**src/rtl/freq_meter_pkg.sv**
```systemverilog
// Shared definitions for the BCD frequency meter: FSM encoding, BCD limit, timer sizing.
// Latency: n/a (types and constants only).
// Backpressure: n/a.
package freq_meter_pkg;

  typedef enum logic [1:0] {
    ST_IDLE  = 2'd0,
    ST_CLEAR = 2'd1,
    ST_GATE  = 2'd2,
    ST_LOAD  = 2'd3
  } state_t;

  localparam logic [3:0] BCD_MAX = 4'd9;

  // Gate timer runs 0 .. cycles-1, so it needs clog2(cycles) bits (minimum 1).
  function automatic int gate_timer_width(input int cycles);
    return (cycles > 2) ? $clog2(cycles) : 1;
  endfunction

endpackage

```
**src/rtl/bcd_digit_cnt.sv**
```systemverilog
// One synchronous BCD digit (0..9) with clear and increment; AT9 feeds the parent's carry chain.
// Latency: Q updates on the clock edge after INC/CLR.
// Backpressure: none; an INC is always accepted.
// Ports: CLK clock, RST sync active-high reset, CLR sync clear, INC count enable,
//        Q current digit, AT9 high when the digit holds 9.
module bcd_digit_cnt
  import freq_meter_pkg::*;
(
  input  logic       CLK,
  input  logic       RST,
  input  logic       CLR,
  input  logic       INC,
  output logic [3:0] Q,
  output logic       AT9
);

  always_ff @(posedge CLK) begin
    if (RST || CLR) begin
      Q <= 4'd0;
    end else if (INC) begin
      Q <= (Q == BCD_MAX) ? 4'd0 : Q + 4'd1;
    end
  end

  assign AT9 = (Q == BCD_MAX);

endmodule

```
**src/rtl/freq_meter_bcd.sv**
```systemverilog
// BCD frequency meter: counts synchronised FIN rising edges over a GATE_CYCLES window, latches result.
// Latency: 3 cycles pin->edge; result VALID one cycle after LOAD; window period GATE_CYCLES+2.
// Backpressure: none; VALID is a one-cycle strobe, DATOUT/OVF hold until the next strobe.
// Ports: CLK clock, RST sync active-high reset, EN continuous-measurement enable, FIN async input,
//        DATOUT BCD result (digit 0 in [3:0]), VALID result strobe, OVF window overflow, BUSY window active.
// Option: define FREQ_SAT_EN to load all-9s on overflow instead of the wrapped count.
module freq_meter_bcd
  import freq_meter_pkg::*;
#(
  parameter int DIGITS      = 8,
  parameter int GATE_CYCLES = 50_000_000
) (
  input  logic                CLK,
  input  logic                RST,
  input  logic                EN,
  input  logic                FIN,
  output logic [4*DIGITS-1:0] DATOUT,
  output logic                VALID,
  output logic                OVF,
  output logic                BUSY
);

  localparam int TW = gate_timer_width(GATE_CYCLES);

  logic                fin_s1;
  logic                fin_s2;
  logic                fin_prev;
  logic                fin_edge;
  state_t              state;
  logic [TW-1:0]       gate_tmr;
  logic                ovf_sticky;
  logic                cnt_clr;
  logic [DIGITS-1:0]   at9;
  logic [DIGITS:0]     carry;
  logic [4*DIGITS-1:0] cnt_q;

  // Two-flop synchroniser plus a history flop for rising-edge detection.
  always_ff @(posedge CLK) begin
    if (RST) begin
      fin_s1   <= 1'b0;
      fin_s2   <= 1'b0;
      fin_prev <= 1'b0;
    end else begin
      fin_s1   <= FIN;
      fin_s2   <= fin_s1;
      fin_prev <= fin_s2;
    end
  end

  assign fin_edge = fin_s2 & ~fin_prev;

  // Edges outside GATE are dropped here, giving the 2-cycle dead time per window.
  assign cnt_clr  = (state == ST_CLEAR);
  assign carry[0] = (state == ST_GATE) & fin_edge;

  // Digit i steps only when every lower digit sits at 9; carry[DIGITS] is the overflow.
  for (genvar i = 0; i < DIGITS; i++) begin : g_digit
    bcd_digit_cnt u_digit (
      .CLK (CLK),
      .RST (RST),
      .CLR (cnt_clr),
      .INC (carry[i]),
      .Q   (cnt_q[4*i +: 4]),
      .AT9 (at9[i])
    );
    assign carry[i+1] = carry[i] & at9[i];
  end

  always_ff @(posedge CLK) begin
    if (RST) begin
      state      <= ST_IDLE;
      gate_tmr   <= '0;
      ovf_sticky <= 1'b0;
      DATOUT     <= '0;
      VALID      <= 1'b0;
      OVF        <= 1'b0;
      BUSY       <= 1'b0;
    end else begin
      VALID <= 1'b0;
      if (carry[DIGITS]) begin
        ovf_sticky <= 1'b1;
      end
      case (state)
        ST_IDLE: begin
          if (EN) begin
            state <= ST_CLEAR;
            BUSY  <= 1'b1;
          end
        end
        ST_CLEAR: begin
          gate_tmr   <= '0;
          ovf_sticky <= 1'b0;
          state      <= ST_GATE;
        end
        ST_GATE: begin
          if (gate_tmr == TW'(GATE_CYCLES - 1)) begin
            state <= ST_LOAD;
          end else begin
            gate_tmr <= gate_tmr + TW'(1);
          end
        end
        ST_LOAD: begin
          VALID <= 1'b1;
          OVF   <= ovf_sticky;
`ifdef FREQ_SAT_EN
          DATOUT <= ovf_sticky ? {DIGITS{BCD_MAX}} : cnt_q;
`else
          DATOUT <= cnt_q;
`endif
          // EN seen here chains straight into the next window.
          if (EN) begin
            state <= ST_CLEAR;
          end else begin
            state <= ST_IDLE;
            BUSY  <= 1'b0;
          end
        end
        default: begin
          state <= ST_IDLE;
          BUSY  <= 1'b0;
        end
      endcase
    end
  end

endmodule

```
**config.mk**
```make
export PLATFORM = sky130hd
export DESIGN_NAME = freq_meter_bcd
export DESIGN_NICKNAME = d
export VERILOG_FILES = /design/src/rtl/freq_meter_pkg.sv /design/src/rtl/bcd_digit_cnt.sv /design/src/rtl/freq_meter_bcd.sv
export SDC_FILE = /design/constraint.sdc
export NUM_CORES = 1
export LEC_CHECK = 0
export CAP_MARGIN = 15
export CORE_UTILIZATION = 48
export DETAILED_ROUTE_END_ITERATION = 16
export GPL_ROUTABILITY_DRIVEN = 0
export GPL_TIMING_DRIVEN = 0
export PLACE_DENSITY = 0.78
export SYNTH_ARGS = -nofsm -noshare
export SYNTH_HDL_FRONTEND = slang
export SYNTH_SLANG_ARGS = --single-unit
```
**constraint.sdc**
```tcl
create_clock -name CLK -period 2.2 [get_ports CLK]
set_input_delay 0.44 -clock CLK [delete_from_list [all_inputs] [get_ports CLK]]
set_output_delay 0.44 -clock CLK [all_outputs]
set_load 0.03 [all_outputs]
```
After elaboration in Yosys (flattened, before gate mapping)
Cells that the tools add are included.
{"block": "totals", "regBits": 99, "latchBits": 0, "mem_bits_rw": 0, "romBits": 0, "inputBits": 4, "output_inout_bits": 35, "word_cells": 80, "memories": 0}
{"block": "op_classes", "n_addsub": 9, "mul": 0, "n_div": 0, "magnitude_cmp": 0, "n_eq_ne": 16, "shifts": 0, "n_mux": 18, "n_bitwise": 11, "reduce_logical": 8}
{"operator": "case mux 26 bit (2 select lines)", "n": 1}
{"operator": "adder 4 x 1 -> 4 bit, second input constant", "n": 8}
{"operator": "== test 4 bit, second input constant", "n": 8}
{"operator": "2-to-1 mux 4 bit", "n": 8}
{"operator": "adder 26 x 1 -> 26 bit, second input constant", "n": 1}
{"operator": "== test 26 bit, second input constant", "n": 1}
{"operator": "2-to-1 mux 26 bit", "n": 1}
{"operator": "AND 1 bit", "n": 10}
{"operator": "case mux 2 bit (4 select lines)", "n": 1}
{"operator": "!= test 2 bit, second input constant", "n": 3}
{"operator": "== test 2 bit, second input constant", "n": 2}
{"operator": "2-to-1 mux 1 bit", "n": 4}
{"operator": "2-to-1 mux 2 bit", "n": 2}
{"operator": "AND reduction 2 bit", "n": 2}
{"operator": "nonzero test 2 bit", "n": 2}
{"operator": "AND reduction 3 bit", "n": 1}
{"operator": "== test 2 x 1 -> 1 bit, second input constant", "n": 1}
{"operator": "logical NOT 2 bit", "n": 1}
{"operator": "!= test 2 x 1 -> 1 bit, second input constant", "n": 1}
{"operator": "case mux 1 bit (2 select lines)", "n": 1}
{"operator": "OR reduction 2 bit", "n": 1}
{"operator": "logical OR 1 bit", "n": 1}
{"operator": "NOT 1 bit", "n": 1}

Logic depth before layout (Yosys ltp)
Gate-level depths: netlist of the first run.
{"block": "logic_depth", "depth_word": 11, "mapped_depth": 9, "mapped_depth_nobuf": 7}

Modules after synthesis
Synthesis of the first run repeated with hierarchy kept, for this count alone.
{"block": "hier_totals", "cells_unflattened": 475, "area_unflattened_um2": 4473.0}
{"module": "freq_meter_bcd", "n_inst": 1, "cells_per_inst": 307, "area_each_um2": 2901.5, "seq_area_each_um2": 1341.3}
{"module": "bcd_digit_cnt", "n_inst": 8, "cells_per_inst": 21, "area_each_um2": 196.4, "seq_area_each_um2": 80.1}

Worst setup path after synthesis of the first run
Ideal clock, no wire load.
{"block": "synth_path", "path_type": "register -> register", "from": "register state[0]", "to": "register g_digit[7].u_digit.Q[2]", "setup_time_ns": 0.116, "arrival_ns": 1.820, "t_required_ns": 2.084, "slack_ns": 0.263, "stages_incl_launch_ff": 9, "path_buffers": 1, "period_less_slack_ns": 1.937, "cell_sequence": "dfxtp_1 inv_1 ha_1 and4b_1 buf_2 nand2_1 nor4_4 a31oi_1 a41o_1"}
{"block": "synth_between", "elab_chain_len": 9, "word_cells_on_any_way": 11, "cone_classes": "2 x eq/ne; 8 x bitwise; 1 x reduce/logical"}
{"element": "start, declared", "line": "freq_meter_bcd.sv:29", "source": "state_t state;"}
{"element": "start signal, assigned", "line": "freq_meter_bcd.sv:71", "source": "state <= ST_IDLE;"}
{"element": "start signal, assigned", "line": "freq_meter_bcd.sv:86", "source": "state <= ST_CLEAR;"}
{"element": "start signal, assigned", "line": "freq_meter_bcd.sv:93", "source": "state <= ST_GATE;"}
{"element": "== test 2 bit", "line": "freq_meter_bcd.sv:54", "source": "assign carry[0] = (state == ST_GATE) & fin_edge;"}
{"element": "AND 1 bit", "line": "freq_meter_bcd.sv:54"}
{"element": "AND 1 bit (7 in a row)", "line": "freq_meter_bcd.sv:66", "source": "assign carry[i+1] = carry[i] & at9[i];"}
{"element": "end signal, assigned", "line": "bcd_digit_cnt.sv:21", "source": "Q <= (Q == BCD_MAX) ? 4'd0 : Q + 4'd1;"}
{"element": "end, declared", "line": "bcd_digit_cnt.sv:13", "source": "output logic [3:0] Q,"}
Parallel ways exist; a longest one is shown, timed or not.
A chain may end at the register's enable or synchronous reset.

Worst setup path in the final report of the first run
{"block": "layout_path", "from": "register state[0]", "to": "register g_digit[5].u_digit.Q[1]"}
{"block": "layout_between", "elab_chain_len": 7, "word_cells_on_any_way": 9, "cone_classes": "2 x eq/ne; 6 x bitwise; 1 x reduce/logical"}
{"element": "== test 2 bit", "line": "freq_meter_bcd.sv:54"}
{"element": "AND 1 bit", "line": "freq_meter_bcd.sv:54"}
{"element": "AND 1 bit (5 in a row)", "line": "freq_meter_bcd.sv:66"}
{"element": "end signal, assigned", "line": "bcd_digit_cnt.sv:21"}
{"element": "end, declared", "line": "bcd_digit_cnt.sv:13"}
Parallel ways exist; a longest one is shown, timed or not.

==> results.toml, run 1 <==
[worst_setup_path]
critPathCaptureType = "flip-flop"
path_class = "reg -> reg"
path_max_fanout = 7
critPathArrivalTime_ps = 2400
cp.required_ps = 2460
cp-start-kind = "flip-flop"

[global_routing]
grtUsageMet2_pct = 36.2
busiest_layer = "met2"
antenna_found_initial = 0
grt_max_degree = 18
grt_pass1_vias = 3583
grt_util_all_layers_pct = 21.3
grt_pass1_wl_mm = 16.9
met3_usage_pct = 4.94
met1_usage_pct = 26.5
overflow = 0

[logic_synthesis]
yosys.area_share.adder_pct = 1.36
synth.largest_area_cell = "dfxtp_1"
synth_compound_area_share_pct = 11.6
synth_top_area_share_pct = 43.1
yosysUniqueCellTypes = 61
synth_cells = 510
ys.flop_type = "dfxtp_1"
synth_xor_area_share_pct = 3.05
yosysWarnings = 0
synthMuxAreaShare_pct = 8.93
syn_avg_cell_area_sq_um = 9.01
async_flop_share_pct = 0
synth_area_sq_mm = 0.00460
synthSimpleGateAreaFrac_pct = 28.5
yosysSeqAreaShare_pct = 43.1
synth_top_family_by_area = "simple AND/OR/NAND/NOR gates"
synth_area_leaders = "dfxtp_1 (43%), mux2i_1 (8.9%), nor2_1 (5.8%)"
synth_nets = 519
synth-edff-count = 0
synth_seq_cells = 99

[layout]
layout_commonest_cell = "dfxtp_1"
utilization_pct = 58.8
antenna_cells = 0
final_cell_mix = "dfxtp_1 (99), nor2_1 (71), mux2i_1 (41)"
final_cell_area_sq_mm = 0.00543
layout.nets = 571
drive_gt1_share_pct = 10.8
fillers = 776
multi_input_area_sq_mm = 0.00250
areaGrowthSynthToFinish_pct = 18.1
seqCellArea_sq_mm = 0.00198

[sta]
rsz0062_at_grt = "true"
skew_ps = 11.8
post-route-min-period_ps = 2140
setup_ws_ps = 56.1
fin_crit_sh_pct = 97.4
tightestPinTransition_ps = 688
final-setup-viol-count = 0
holdWs_ps = 461
slew_headroom_pct = 54.1
slew_violations = 0
timing.setup.tns_ps = 0
max_freq_ghz = 0.466
hold_viol_final = 0

[detailed_routing]
drtIter0Drc = 164
drcViolationCount = 0
wl_per_cell_microns = 14.6
wirelength_mm = 10.2
vias_per_cell = 5.60
ant_nets = 0
drt_pass1_iterations = 5
vias = 3901

[clock_tree]
clockBufferDepth = 2
hold_buffers = 0
h-tree-depth = 3
cts_num_sinks = 99
clock-root-buffer = "clkbuf_8"
insertion_delay_ps = 380
clk_pin_slew_worst_paths_ps = 100
cts_made_buffers = 9
cts_tree = "done"

[place]
io_buffers = 38
placed_area_sq_mm = 0.00514
dpl_worst_slack_ps = -202
dp_hpwl_mm = 7.09

[floorplanning]
initial_core_util_pct = 49.7
core_area_sq_mm = 0.00924
die_x_microns = 99.9
ios = 39
die_y_microns = 99.9
placementRows = 35
die_area_sq_mm = 0.00997

[power]
powerDensity_mw_per_mm2 = 697
ir_worst_vdd_v = 0.000479
p_leak_nw = 1.91

[status]
outcome = "completed"

[job]
maxCapViolCount = 0

[hold_path]
hold_path.class = "reg -> reg"
## report_power, final
group          leakage, nW  internal [mW]  switching (mW)
combinational        0.998          0.230           0.422
sequential           0.798           1.83          0.0386
clock                0.108          0.604           0.663
total                 1.91           2.66            1.12
## synthesized netlist by cell type (9+ instances only)
cell type and number:
dfxtp_1 99, nor2_1 71, mux2i_1 41, nand2_1 36, a21oi_1 32, o21ai_0 21, nor2b_1 18, nand3_1 15
nand4_1 14, or3_1 11, clkbuf_1 10, inv_1 9, xor2_1 9
## cells by family after synthesis
family                   Yosys count
buffers and inverters             32
flip-flops                        99
AND/OR/NAND/NOR                  231
adder cells (fa/ha/maj)            5
XOR/XNOR                          16
multiplexers                      41
AO/OA/AOI/OAI                     86
## per-layer routing
| metal | vias up | wire length [microns] |
|---|---|---|
| met4 | 0 | 110 |
| met3 | 11 | 544 |
| met1 | 1856 | 4500 |
| met2 | 99 | 5030 |
| met5 | - | 0 |
| li1 | 1935 | - |
## registers in the layout, indices dropped and copies added (netlist names)
signal,flops
fin_prev,1
OVF,1
fin_s1,1
ovf_sticky,1
state,2
BUSY,1
DATOUT,32
fin_s2,1
VALID,1
g_digit.u_digit.Q,32
gate_tmr,26
## metrics by stage
step / instances / power (mW)
floorplan: 510 / 2.36
global placement: 677 / 2.51
detailed placement: 677 / 2.54
CTS: 693 / 3.79
global route: 696 / 3.94
finish: 696 / 3.78
## cell type report
class	instances	share of cell area, %
tap	129	2.97
clock inverter	5	1.22
clock buffer	11	2.79
inverter	9	0.622
multi-input combinational	379	46.1
timing repair buffer	41	7.42
buffer	23	2.42
sequential	99	36.5
## timing repair
item                       CTS  global route
resized for setup            1            12
setup endpoints to repair    7            43
pin swaps                    2             2
setup buffers                0             3
## worst max-delay path, cell delays in order, from the launching register on
cell	delay [ps]
dfxtp_1	370
inv_1	100
ha_2	230
and4b_1	200
buf_2	170
nand2_1	180
nor4b_4	370
buf_4	170
mux2i_1	170
nor2_1	50
## worst paths after layout
kind                 start                 endpoint  slack [ps]  cells past startpoint
setup / recovery  state[0]  g_digit[5].u_digit.Q[1]          60                      9
hold / removal      fin_s1                   fin_s2         460                      1
setup reg to reg  state[0]  g_digit[5].u_digit.Q[1]          60                      9
hold reg to reg     fin_s1                   fin_s2         460                      1
(Power assumes the default switching activity.)
==> inputs of run 2 (changes only) <==
SLEW_MARGIN = 40   (was default)
==> results of run 2 <==
Final layout, timing and power as in run 1 (identical DEF).
==> inputs of run 3 (changes only) <==
PLACE_DENSITY = 0.7   (was 0.78)
==> run 3 against run 2 <==
  * Flip-flop and latch count unchanged
  * Design area down 0.53%
  * Wire length down 0.44%
  * Clock skew down 1.2 ps
  * Clock power down 13%
  * Worst hold slack worse by 4.9 ps
  * Sequential power about the same
  * Clock-buffer cell count unchanged
  * Critical endpoint is now DATOUT[31]
  * Largest cell class unchanged
==> results.toml, run 3 (synthesis results as in run 1) <==
[floorplanning]
die_x_microns = 99.9
core_area_sq_mm = 0.00924
die_y_microns = 99.9
placementRows = 35
ios = 39
die_area_sq_mm = 0.00997
initial_core_util_pct = 49.7

[sta]
post-route-min-period_ps = 2100
final-setup-viol-count = 0
slew_violations = 0
rsz0062_at_grt = "true"
hold_viol_final = 0
skew_ps = 10.6
holdWs_ps = 456
slew_headroom_pct = 50.3
max_freq_ghz = 0.477
tightestPinTransition_ps = 745
fin_crit_sh_pct = 95.3

[worst_setup_path]
critical_path.max_stage_delay_ps = 630
reg2reg_to = "DATOUT[31]"
worstSetupEndpoint = "DATOUT[31]"
r2r-start = "state[0]"
ff2ff_path_depth = 5
critPathCaptureType = "flip-flop"
cp-start-kind = "flip-flop"
cp-startpoint = "state[0]"
critPathArrivalTime_ps = 2340
critPathSlowestCell = "buf_1"
ff2ff_setup_slack_ps = 100
cp.required_ps = 2450
path_class = "reg -> reg"
path_cells = "ha_1 -> clkbuf_1 -> buf_1 -> mux2i_1 -> nor2_1"
path_max_fanout = 10

[detailed_routing]
highest-signal-layer = "met4"
wl_per_cell_microns = 14.6
ant_nets = 0
drtIter0Drc = 119
wl_met2_mm = 4.95
drcViolationCount = 0
vias = 3882
wirelength_mm = 10.1
wl_met1_mm = 4.62
vias_per_cell = 5.58
drt_pass1_iterations = 4
wl_met3_microns = 442

[hold_path]
min_path_cells = 1
hold_path.class = "reg -> reg"
hold_start = "fin_s1"

[layout]
final_cell_mix = "dfxtp_1 (98), nor2_1 (71), mux2i_1 (41)"
drive_gt1_share_pct = 10.4
utilization_pct = 58.5
areaGrowthSynthToFinish_pct = 17.5
largestRegisters = "DATOUT (32), g_digit.u_digit.Q (32), gate_tmr (26)"
layout_commonest_cell = "dfxtp_1"
fin_cells = 696
layout.nets = 571
antenna_cells = 0
fillers = 821

[power]
powerDensity_mw_per_mm2 = 671
ir_worst_vdd_v = 0.000439
comb_power_share_pct = 18.3
seqPwrFrac_pct = 51.5
clkPwrFrac_pct = 30.2
p_leak_nw = 1.88
p_sw_share_pct = 30.7
p_int_mw = 2.51
p_total_mw = 3.62
switchingPower_mw = 1.11

[clock_tree]
cts_tree = "done"
clockBufferDepth = 2
cts_num_sinks = 99
cts_made_buffers = 9
clock-root-buffer = "clkbuf_8"
h-tree-depth = 3
clk_pin_slew_worst_paths_ps = 90
insertion_delay_ps = 370

[place]
placedCellCount = 677
io_buffers = 38
dp_hpwl_mm = 7.08

[global_routing]
overflow = 0
antenna_found_initial = 0
grt_pass1_wl_mm = 17.3
grt_pass1_vias = 3656
grt_max_degree = 17
grt_util_all_layers_pct = 21.7

[job]
maxCapViolCount = 0

[status]
outcome = "completed"
-- run 3: changes by cell type in the layout (fill, tap and decap cells not counted), moves of 2 or more --
cell      before  now
clkbuf_2       3    0
clkinv_2       0    2
clkbuf_1       8   10
buf_1          3    5
-- run 3: power by group through the flow --
stage,Combinational (mW),Sequential [mW],Clock [mW]
4_1_cts,0.646,1.86,1.12
3_3_place_gp,0.616,1.90,0
5_1_grt,0.735,1.87,1.19
6_report,0.663,1.87,1.10
3_5_place_dp,0.642,1.90,0
2_1_floorplan,0.456,1.91,0
-- run 3: worst max-delay path, delay by kind of cell, from the launching register on --
kind / cells / cell delay, ps
adder cells (fa/ha/maj): 1 / 160
AND/OR/NAND/NOR: 1 / 50
flip-flops: 1 / 400
multiplexers: 1 / 270
buffers and inverters: 2 / 1090
-- run 3: how the worst min path moves through the flow --
stage               slack (ps)     end
global route               480  fin_s2
CTS                        460  fin_s2
floorplan                  410  fin_s2
global placement           430  fin_s2
finish                     460  fin_s2
detailed placement         430  fin_s2
-- run 3: per-stage QoR --
stage	cell area [sq um]	setup TNS (ps)	setup WS, ps
final	5400	0	103
after global routing	5400	-1280	-81.8
after CTS	5320	0	26.6
after detailed placement	5140	-1450	-218
after global placement	5140	-1200	-180
after floorplan	4600	0	263
-- run 3: timing repair --
item,CTS,global route
hold buffers,0,0
pin swaps,1,3
resized for setup,1,12
setup endpoints to repair,6,61
setup buffers,0,3
-- run 3: layout make-up --
cell class,count,area (sq um),share of cell area [%]
inverters,9,33.8,0.625
multi-input cells,379,2510,46.5
well taps,129,161,2.99
plain buffers,23,130,2.41
repair buffers,41,403,7.46
clock inverters,5,35.0,0.649
flip-flops and latches,99,1980,36.7
clock buffers,11,141,2.62
-- run 3: metal layers --
metal	up-vias	track usage, %
li1	1929	-
met4	0	8.60
met2	86	36.8
met5	-	0
met3	11	4.32
met1	1856	27.1
